[config.mk]
export PLATFORM = sky130hd
export DESIGN_NAME = bullet_pool
export DESIGN_NICKNAME = d
export VERILOG_FILES = /design/src/rtl/bullet_pkg.sv /design/src/rtl/bullet_alloc.sv /design/src/rtl/bullet_pool.sv
export SDC_FILE = /design/constraint.sdc
export NUM_CORES = 1
export LEC_CHECK = 0
export BUFFER_PORTS_ARGS = -buffer_cell sky130_fd_sc_hd__buf_2
export CORE_MARGIN = 2
export CORE_UTILIZATION = 54
export CTS_CLUSTER_SIZE = 20
export DETAILED_ROUTE_END_ITERATION = 8
export PLACE_DENSITY = 0.72
export SLEW_MARGIN = 20
export SYNTH_ARGS = -nofsm -noshare
export SYNTH_HDL_FRONTEND = slang
export SYNTH_SLANG_ARGS = --single-unit
[constraint.sdc]
create_clock -name clk -period 6.6 [get_ports clk]
set_clock_uncertainty 0.2 [all_clocks]
set_input_delay 0.33 -clock clk [delete_from_list [all_inputs] [get_ports clk]]
set_output_delay 0.33 -clock clk [all_outputs]
set_load 0.01 [all_outputs]
[src/rtl/bullet_pkg.sv]
// Shared types for the bullet pool: entry record, colour codes and sweep FSM states.
// Entry field widths are fixed here, so COORD_W/COLOR_W on bullet_pool must keep these values.
package bullet_pkg;

    localparam int BP_COORD_W = 8;
    localparam int BP_COLOR_W = 3;

    localparam logic [BP_COLOR_W-1:0] COL_WHITE = 3'b000;
    localparam logic [BP_COLOR_W-1:0] COL_GREEN = 3'b001;
    localparam logic [BP_COLOR_W-1:0] COL_BLUE  = 3'b010;

    typedef struct packed {
        logic                  active;
        logic [BP_COLOR_W-1:0] color;
        logic [BP_COORD_W-1:0] w;
        logic [BP_COORD_W-1:0] h;
        logic [BP_COORD_W-1:0] x;
        logic [BP_COORD_W-1:0] y;
    } bullet_t;

    typedef enum logic {
        ST_IDLE,
        ST_SWEEP
    } state_e;

endpackage

[src/rtl/bullet_alloc.sv]
// Lowest-index free slot finder over the pool's active vector (purely combinational).
module bullet_alloc #(
    parameter int NUM = 8,
    parameter int IW  = $clog2(NUM)
) (
    input  logic [NUM-1:0] active_i,
    output logic [IW-1:0]  free_idx_o,
    output logic           any_free_o
);

    // Scan downwards so the last hit, the lowest free index, wins.
    always_comb begin
        free_idx_o = '0;
        any_free_o = 1'b0;
        for (int i = NUM - 1; i >= 0; i--) begin
            if (!active_i[i]) begin
                free_idx_o = IW'(i);
                any_free_o = 1'b1;
            end
        end
    end

endmodule

[src/rtl/bullet_pool.sv]
// Bullet store and per-frame motion engine with spawn handshake and two read ports.
// Define BULLET_WRAP_EN to wrap out-of-range axes instead of deactivating the bullet.
module bullet_pool
    import bullet_pkg::*;
#(
    parameter int NUM_BULLETS = 8,
    parameter int COORD_W     = BP_COORD_W,
    parameter int COLOR_W     = BP_COLOR_W,
    parameter int VEL_W       = 4,
    parameter int X_MAX       = 200,
    parameter int Y_MAX       = 200,
    localparam int IDX_W      = $clog2(NUM_BULLETS)
) (
    input  logic                 clk,
    input  logic                 rst_n,
    input  logic                 run,
    input  logic                 frame_tick,
    input  logic                 spawn_valid,
    output logic                 spawn_ready,
    input  logic [COORD_W-1:0]   spawn_x,
    input  logic [COORD_W-1:0]   spawn_y,
    input  logic [COORD_W-1:0]   spawn_w,
    input  logic [COORD_W-1:0]   spawn_h,
    input  logic [COLOR_W-1:0]   spawn_color,
    input  logic [VEL_W-1:0]     spawn_vx,
    input  logic [VEL_W-1:0]     spawn_vy,
    output logic [IDX_W-1:0]     spawn_idx,
    input  logic [IDX_W-1:0]     rd_idx_a,
    input  logic [IDX_W-1:0]     rd_idx_b,
    output logic [2*COORD_W-1:0] pos_a,
    output logic [2*COORD_W-1:0] size_a,
    output logic [COLOR_W-1:0]   color_a,
    output logic                 render_a,
    output logic [2*COORD_W-1:0] pos_b,
    output logic [2*COORD_W-1:0] size_b,
    output logic [COLOR_W-1:0]   color_b,
    output logic                 render_b,
    output logic [IDX_W:0]       active_count,
    output logic                 busy,
    output logic                 tick_overrun
);

    localparam int SW = COORD_W + 2;
    localparam logic signed [SW-1:0] XLIM = SW'(X_MAX);
    localparam logic signed [SW-1:0] YLIM = SW'(Y_MAX);
    localparam logic [IDX_W-1:0]     LAST = IDX_W'(NUM_BULLETS - 1);

    bullet_t          ent_q [NUM_BULLETS];
    bullet_t          ent_d [NUM_BULLETS];
    logic [VEL_W-1:0] vx_q  [NUM_BULLETS];
    logic [VEL_W-1:0] vx_d  [NUM_BULLETS];
    logic [VEL_W-1:0] vy_q  [NUM_BULLETS];
    logic [VEL_W-1:0] vy_d  [NUM_BULLETS];

    state_e             state_q, state_d;
    logic [IDX_W-1:0]   ptr_q, ptr_d;
    logic [IDX_W-1:0]   spawn_idx_q, spawn_idx_d;
    logic [IDX_W:0]     count_q, count_d;
    logic               overrun_q, overrun_d;

    logic [NUM_BULLETS-1:0] active_vec;
    logic [IDX_W-1:0]       free_idx;
    logic                   any_free;
    logic                   spawn_fire;
    logic                   tick_go;

    logic signed [SW-1:0]   nx, ny;
    logic                   out_of_range;

`ifdef BULLET_WRAP_EN
    function automatic logic [COORD_W-1:0] wrapAxis(input logic signed [SW-1:0] v,
                                                    input logic signed [SW-1:0] lim);
        logic signed [SW-1:0] r;
        r = v;
        if (v > lim)
            r = v - (lim + $signed(SW'(1)));
        else if (v < 0)
            r = v + (lim + $signed(SW'(1)));
        return r[COORD_W-1:0];
    endfunction
`endif

    always_comb begin
        for (int i = 0; i < NUM_BULLETS; i++)
            active_vec[i] = ent_q[i].active;
    end

    bullet_alloc #(
        .NUM (NUM_BULLETS),
        .IW  (IDX_W)
    ) u_alloc (
        .active_i   (active_vec),
        .free_idx_o (free_idx),
        .any_free_o (any_free)
    );

    assign spawn_ready = (state_q == ST_IDLE) && any_free;
    assign spawn_fire  = spawn_valid && spawn_ready;
    assign tick_go     = frame_tick && run;

    // Candidate position of the entry under the sweep pointer, widened so underflow stays visible.
    always_comb begin
        nx = $signed({2'b00, ent_q[ptr_q].x})
           + $signed({{(SW-VEL_W){vx_q[ptr_q][VEL_W-1]}}, vx_q[ptr_q]});
        ny = $signed({2'b00, ent_q[ptr_q].y})
           + $signed({{(SW-VEL_W){vy_q[ptr_q][VEL_W-1]}}, vy_q[ptr_q]});
        out_of_range = (nx < 0) || (nx > XLIM) || (ny < 0) || (ny > YLIM);
    end

    always_comb begin
        state_d     = state_q;
        ptr_d       = ptr_q;
        spawn_idx_d = spawn_idx_q;
        count_d     = count_q;
        overrun_d   = overrun_q;
        ent_d       = ent_q;
        vx_d        = vx_q;
        vy_d        = vy_q;

        case (state_q)
            ST_IDLE: begin
                if (spawn_fire) begin
                    ent_d[free_idx].active = 1'b1;
                    ent_d[free_idx].color  = spawn_color;
                    ent_d[free_idx].w      = spawn_w;
                    ent_d[free_idx].h      = spawn_h;
                    ent_d[free_idx].x      = spawn_x;
                    ent_d[free_idx].y      = spawn_y;
                    vx_d[free_idx]         = spawn_vx;
                    vy_d[free_idx]         = spawn_vy;
                    spawn_idx_d            = free_idx;
                    count_d                = count_q + 1'b1;
                end
                if (tick_go) begin
                    state_d = ST_SWEEP;
                    ptr_d   = '0;
                end
            end
            ST_SWEEP: begin
                if (tick_go)
                    overrun_d = 1'b1;
                if (ent_q[ptr_q].active) begin
`ifdef BULLET_WRAP_EN
                    ent_d[ptr_q].x = wrapAxis(nx, XLIM);
                    ent_d[ptr_q].y = wrapAxis(ny, YLIM);
`else
                    if (out_of_range) begin
                        ent_d[ptr_q].active = 1'b0;
                        count_d             = count_q - 1'b1;
                    end else begin
                        ent_d[ptr_q].x = nx[COORD_W-1:0];
                        ent_d[ptr_q].y = ny[COORD_W-1:0];
                    end
`endif
                end
                ptr_d = ptr_q + 1'b1;
                if (ptr_q == LAST)
                    state_d = ST_IDLE;
            end
            default: state_d = ST_IDLE;
        endcase
    end

    always_ff @(posedge clk or negedge rst_n) begin
        if (!rst_n) begin
            state_q     <= ST_IDLE;
            ptr_q       <= '0;
            spawn_idx_q <= '0;
            count_q     <= '0;
            overrun_q   <= 1'b0;
            for (int i = 0; i < NUM_BULLETS; i++) begin
                ent_q[i] <= '0;
                vx_q[i]  <= '0;
                vy_q[i]  <= '0;
            end
        end else begin
            state_q     <= state_d;
            ptr_q       <= ptr_d;
            spawn_idx_q <= spawn_idx_d;
            count_q     <= count_d;
            overrun_q   <= overrun_d;
            ent_q       <= ent_d;
            vx_q        <= vx_d;
            vy_q        <= vy_d;
        end
    end

    assign spawn_idx    = spawn_idx_q;
    assign active_count = count_q;
    assign busy         = (state_q == ST_SWEEP);
    assign tick_overrun = overrun_q;

    assign pos_a    = {ent_q[rd_idx_a].x, ent_q[rd_idx_a].y};
    assign size_a   = {ent_q[rd_idx_a].w, ent_q[rd_idx_a].h};
    assign color_a  = ent_q[rd_idx_a].color;
    assign render_a = ent_q[rd_idx_a].active;

    assign pos_b    = {ent_q[rd_idx_b].x, ent_q[rd_idx_b].y};
    assign size_b   = {ent_q[rd_idx_b].w, ent_q[rd_idx_b].h};
    assign color_b  = ent_q[rd_idx_b].color;
    assign render_b = ent_q[rd_idx_b].active;

endmodule

==> qor.yml <==
floorplanning:
  start_util: 0.548
  die_width_um: 205
  boundaryPins: 136
  fp.coreArea_um2: 39700
  die_height_um: 205
  dieArea_um2: 41900
  row_count: 73
sta:
  rsz0062_at_grt: "no"
  worstMarginPinSlew_ns: 1.12
  setup_viol: 0
  fin_crit_sh: 0.954
  max_freq_mhz: 159
  final_max_slew_viol_count: 0
  fin_tns_setup_ns: 0
  hold_viol: 0
  slew_headroom: 0.253
  period_minus_slack_ns: 6.30
setup_path:
  worstSetupStartpointType: "register"
  worstPathArrival_ns: 6.60
  critPathMaxFanout: 64
  critPathKind: "register to register"
  critical_path_required_ns: 6.90
  end_kind: "register"
finish:
  utilization: 0.626
  syn2layout_area_growth_pct: 14.4
  finalInstanceArea_um2: 24900
  n_antenna_cell: 0
  final_net_count: 1784
  drive_gt1_frac: 0.499
synthesis:
  synthDistinctLibCells: 61
  yosysTopAreaCell: "dfrtp_1"
  syn_area_um2: 21800
  ys.flop_type: "dfrtp_1"
  synth_edf_count: 0
  synth_area_leaders: "dfrtp_1 42%, mux2_2 21%, mux4_2 16%"
  synth_top_area_frac: 0.419
  yosysSeqAreaShare: 0.419
  synth_cells: 1577
  ys_ff_latch: 364
  syn_nets: 1656
  avgSynthCellArea_um2: 13.8
  yosysWarningCount: 0
  async_reset_ff_frac: 1.00
clock_tree:
  post-cts-setup-buffers: 0
  cts_root_buf: "clkbuf_16"
  h-tree-depth: 2
  clock_latency_ns: 0.60
  clkTransAtPathRegs_ns: 0.07
  clock_path_buffers: 3
  cts.sinks: 364
  cts_tree: "yes"
  cts_inserted_buffers: 42
grt:
  grt_pass1_vias: 16800
  grt_util_all_layers: 0.323
  antenna_found_initial: 1
  grt_pass1_wl_um: 102000
  overflow: 0
  grt_start_max_net_pins: 142
route:
  drt_wl_total_um: 66100
  antenna_left: 0
  highest-signal-layer: "met5"
  drt-met1-wl_um: 25700
  drtPass1Iterations: 7
  dr_wl_met3_um: 5790
  vias: 15800
  drt_iter0_drc: 1504
  viasPerCell: 7.00
  drc_errors: 0
  route.met2.wl_um: 31800
  wl_per_cell_um: 29.2
power:
  p_leak_nw: 11.2
  power_density_nw_per_um2: 434
  ir_worst_vdd_mv: 0.335
status:
  status: "completed"
run:
  drv_cap: 0
place:
  place_hpwl_um: 39700
  io_buffers: 135
  gp_congestion: 0.959
  place_area_um2: 23100
worst_hold_path:
  hold_class: "input port to register"
-- layout make-up --
type | count | area, µm²
clock buffer | 58 | 1190
clock inverter | 19 | 269
fill | 2941 | 14800
inverter | 22 | 82.6
multi-input combinational | 1040 | 12000
sequential | 364 | 9110
tap | 525 | 657
timing repair buffer | 235 | 1570
-- routing by layer --
layer / vias up / GRT usage
li1: 6565 / -
met1: 8266 / 0.418
met2: 808 / 0.528
met3: 204 / 0.0724
met4: 2 / 0.129
met5: - / 0
-- cells in the mapped netlist (15+ instances only) --
cell and count:
mux2_2 405, dfrtp_1 364, mux4_2 154, a32o_1 122, clkbuf_1 81, a22oi_1 44, buf_1 42, nor2_1 41
nand2_1 39, ha_1 22, a21oi_1 21, inv_1 19, buf_2 16, nand3_1 15
-- cells by family after synthesis --
| group | synth area share |
|---|---|
| simple gates | 0.0325 |
| fa+ha+maj | 0.0154 |
| compound gates | 0.111 |
| xor+xnor | 0.00523 |
| flops | 0.419 |
| buf+inv | 0.0339 |
| mux | 0.383 |
-- flip-flops by register name (all words and copies together) (netlist names) --
| signal | cells |
|---|---|
| active_count | 4 |
| active_vec | 8 |
| busy | 1 |
| ent_q | 280 |
| ptr_q | 3 |
| spawn_idx | 3 |
| tick_overrun | 1 |
| vx_q | 32 |
| vy_q | 32 |
-- power by group --
part	internal, mW	total (mW)	switching [mW]
combinational	2.02	5.04	3.02
clock	1.47	2.46	0.987
sequential	2.82	3.32	0.496
-- final timing paths --
| check | startpoint | slack, ns | endpoint | cells past startpoint |
|---|---|---|---|---|
| setup / recovery | ptr_q[0] | 0.30 | ent_q[87] | 16 |
| min in group asynchronous | rst_n | 0.21 | ent_q[181] | 2 |
| hold / removal | spawn_x[0] | 0.02 | ent_q[8] | 3 |
| max in group asynchronous | rst_n | 4.67 | ent_q[278] | 3 |
| setup reg to reg | ptr_q[0] | 0.30 | ent_q[87] | 16 |
| hold reg to reg | tick_overrun | 0.28 | tick_overrun | 1 |
-- critical path, stage by stage (launching register included) --
cell	delay [ns]
dfrtp_1	0.60
nor3b_2	0.54
buf_4	0.37
a22oi_1	0.16
nand4_1	0.13
ha_1	0.23
inv_1	0.08
fa_1	0.46
nand2b_1	0.18
a21oi_1	0.25
nor2_1	0.25
or3_1	0.45
a32o_2	0.34
nor2_8	0.76
buf_4	0.69
a32o_1	0.28
mux2_2	0.16
-- what timing repair did --
action / CTS / global route
hold buffers: 36 / 0
gates resized for setup: 0 / 0
endpoints found under the hold margin: 351 / 0
-- stage by stage --
stage	setup WS (ns)	instances	total power, mW	hold WS (ns)
after CTS	0.475	2263	10.7	0.00275
after global routing	0.152	2263	11.3	0.0338
final	0.302	2263	10.8	0.0161
after detailed placement	0.564	2150	8.23	0.268
after global placement	0.665	2150	8.10	0.265
after floorplan	1.39	1577	6.69	-0.166
-- cell usage in the layout, fill, tap and decap left out, drive strengths merged, types with 11 or more instances in the layout --
cell type and count:
a21oi 22, a22o 13, a22oi 44, a32o 123
buf 199, clkbuf 58, clkinv 12, dfrtp 364
dlygate4sd3 36, ha 22, inv 22, mux2 419
mux2i 11, mux4 154, nand2 39, nand3 15
nor2 43, nor3 14, o21ai 12
Power figures use the tool's default switching activity.
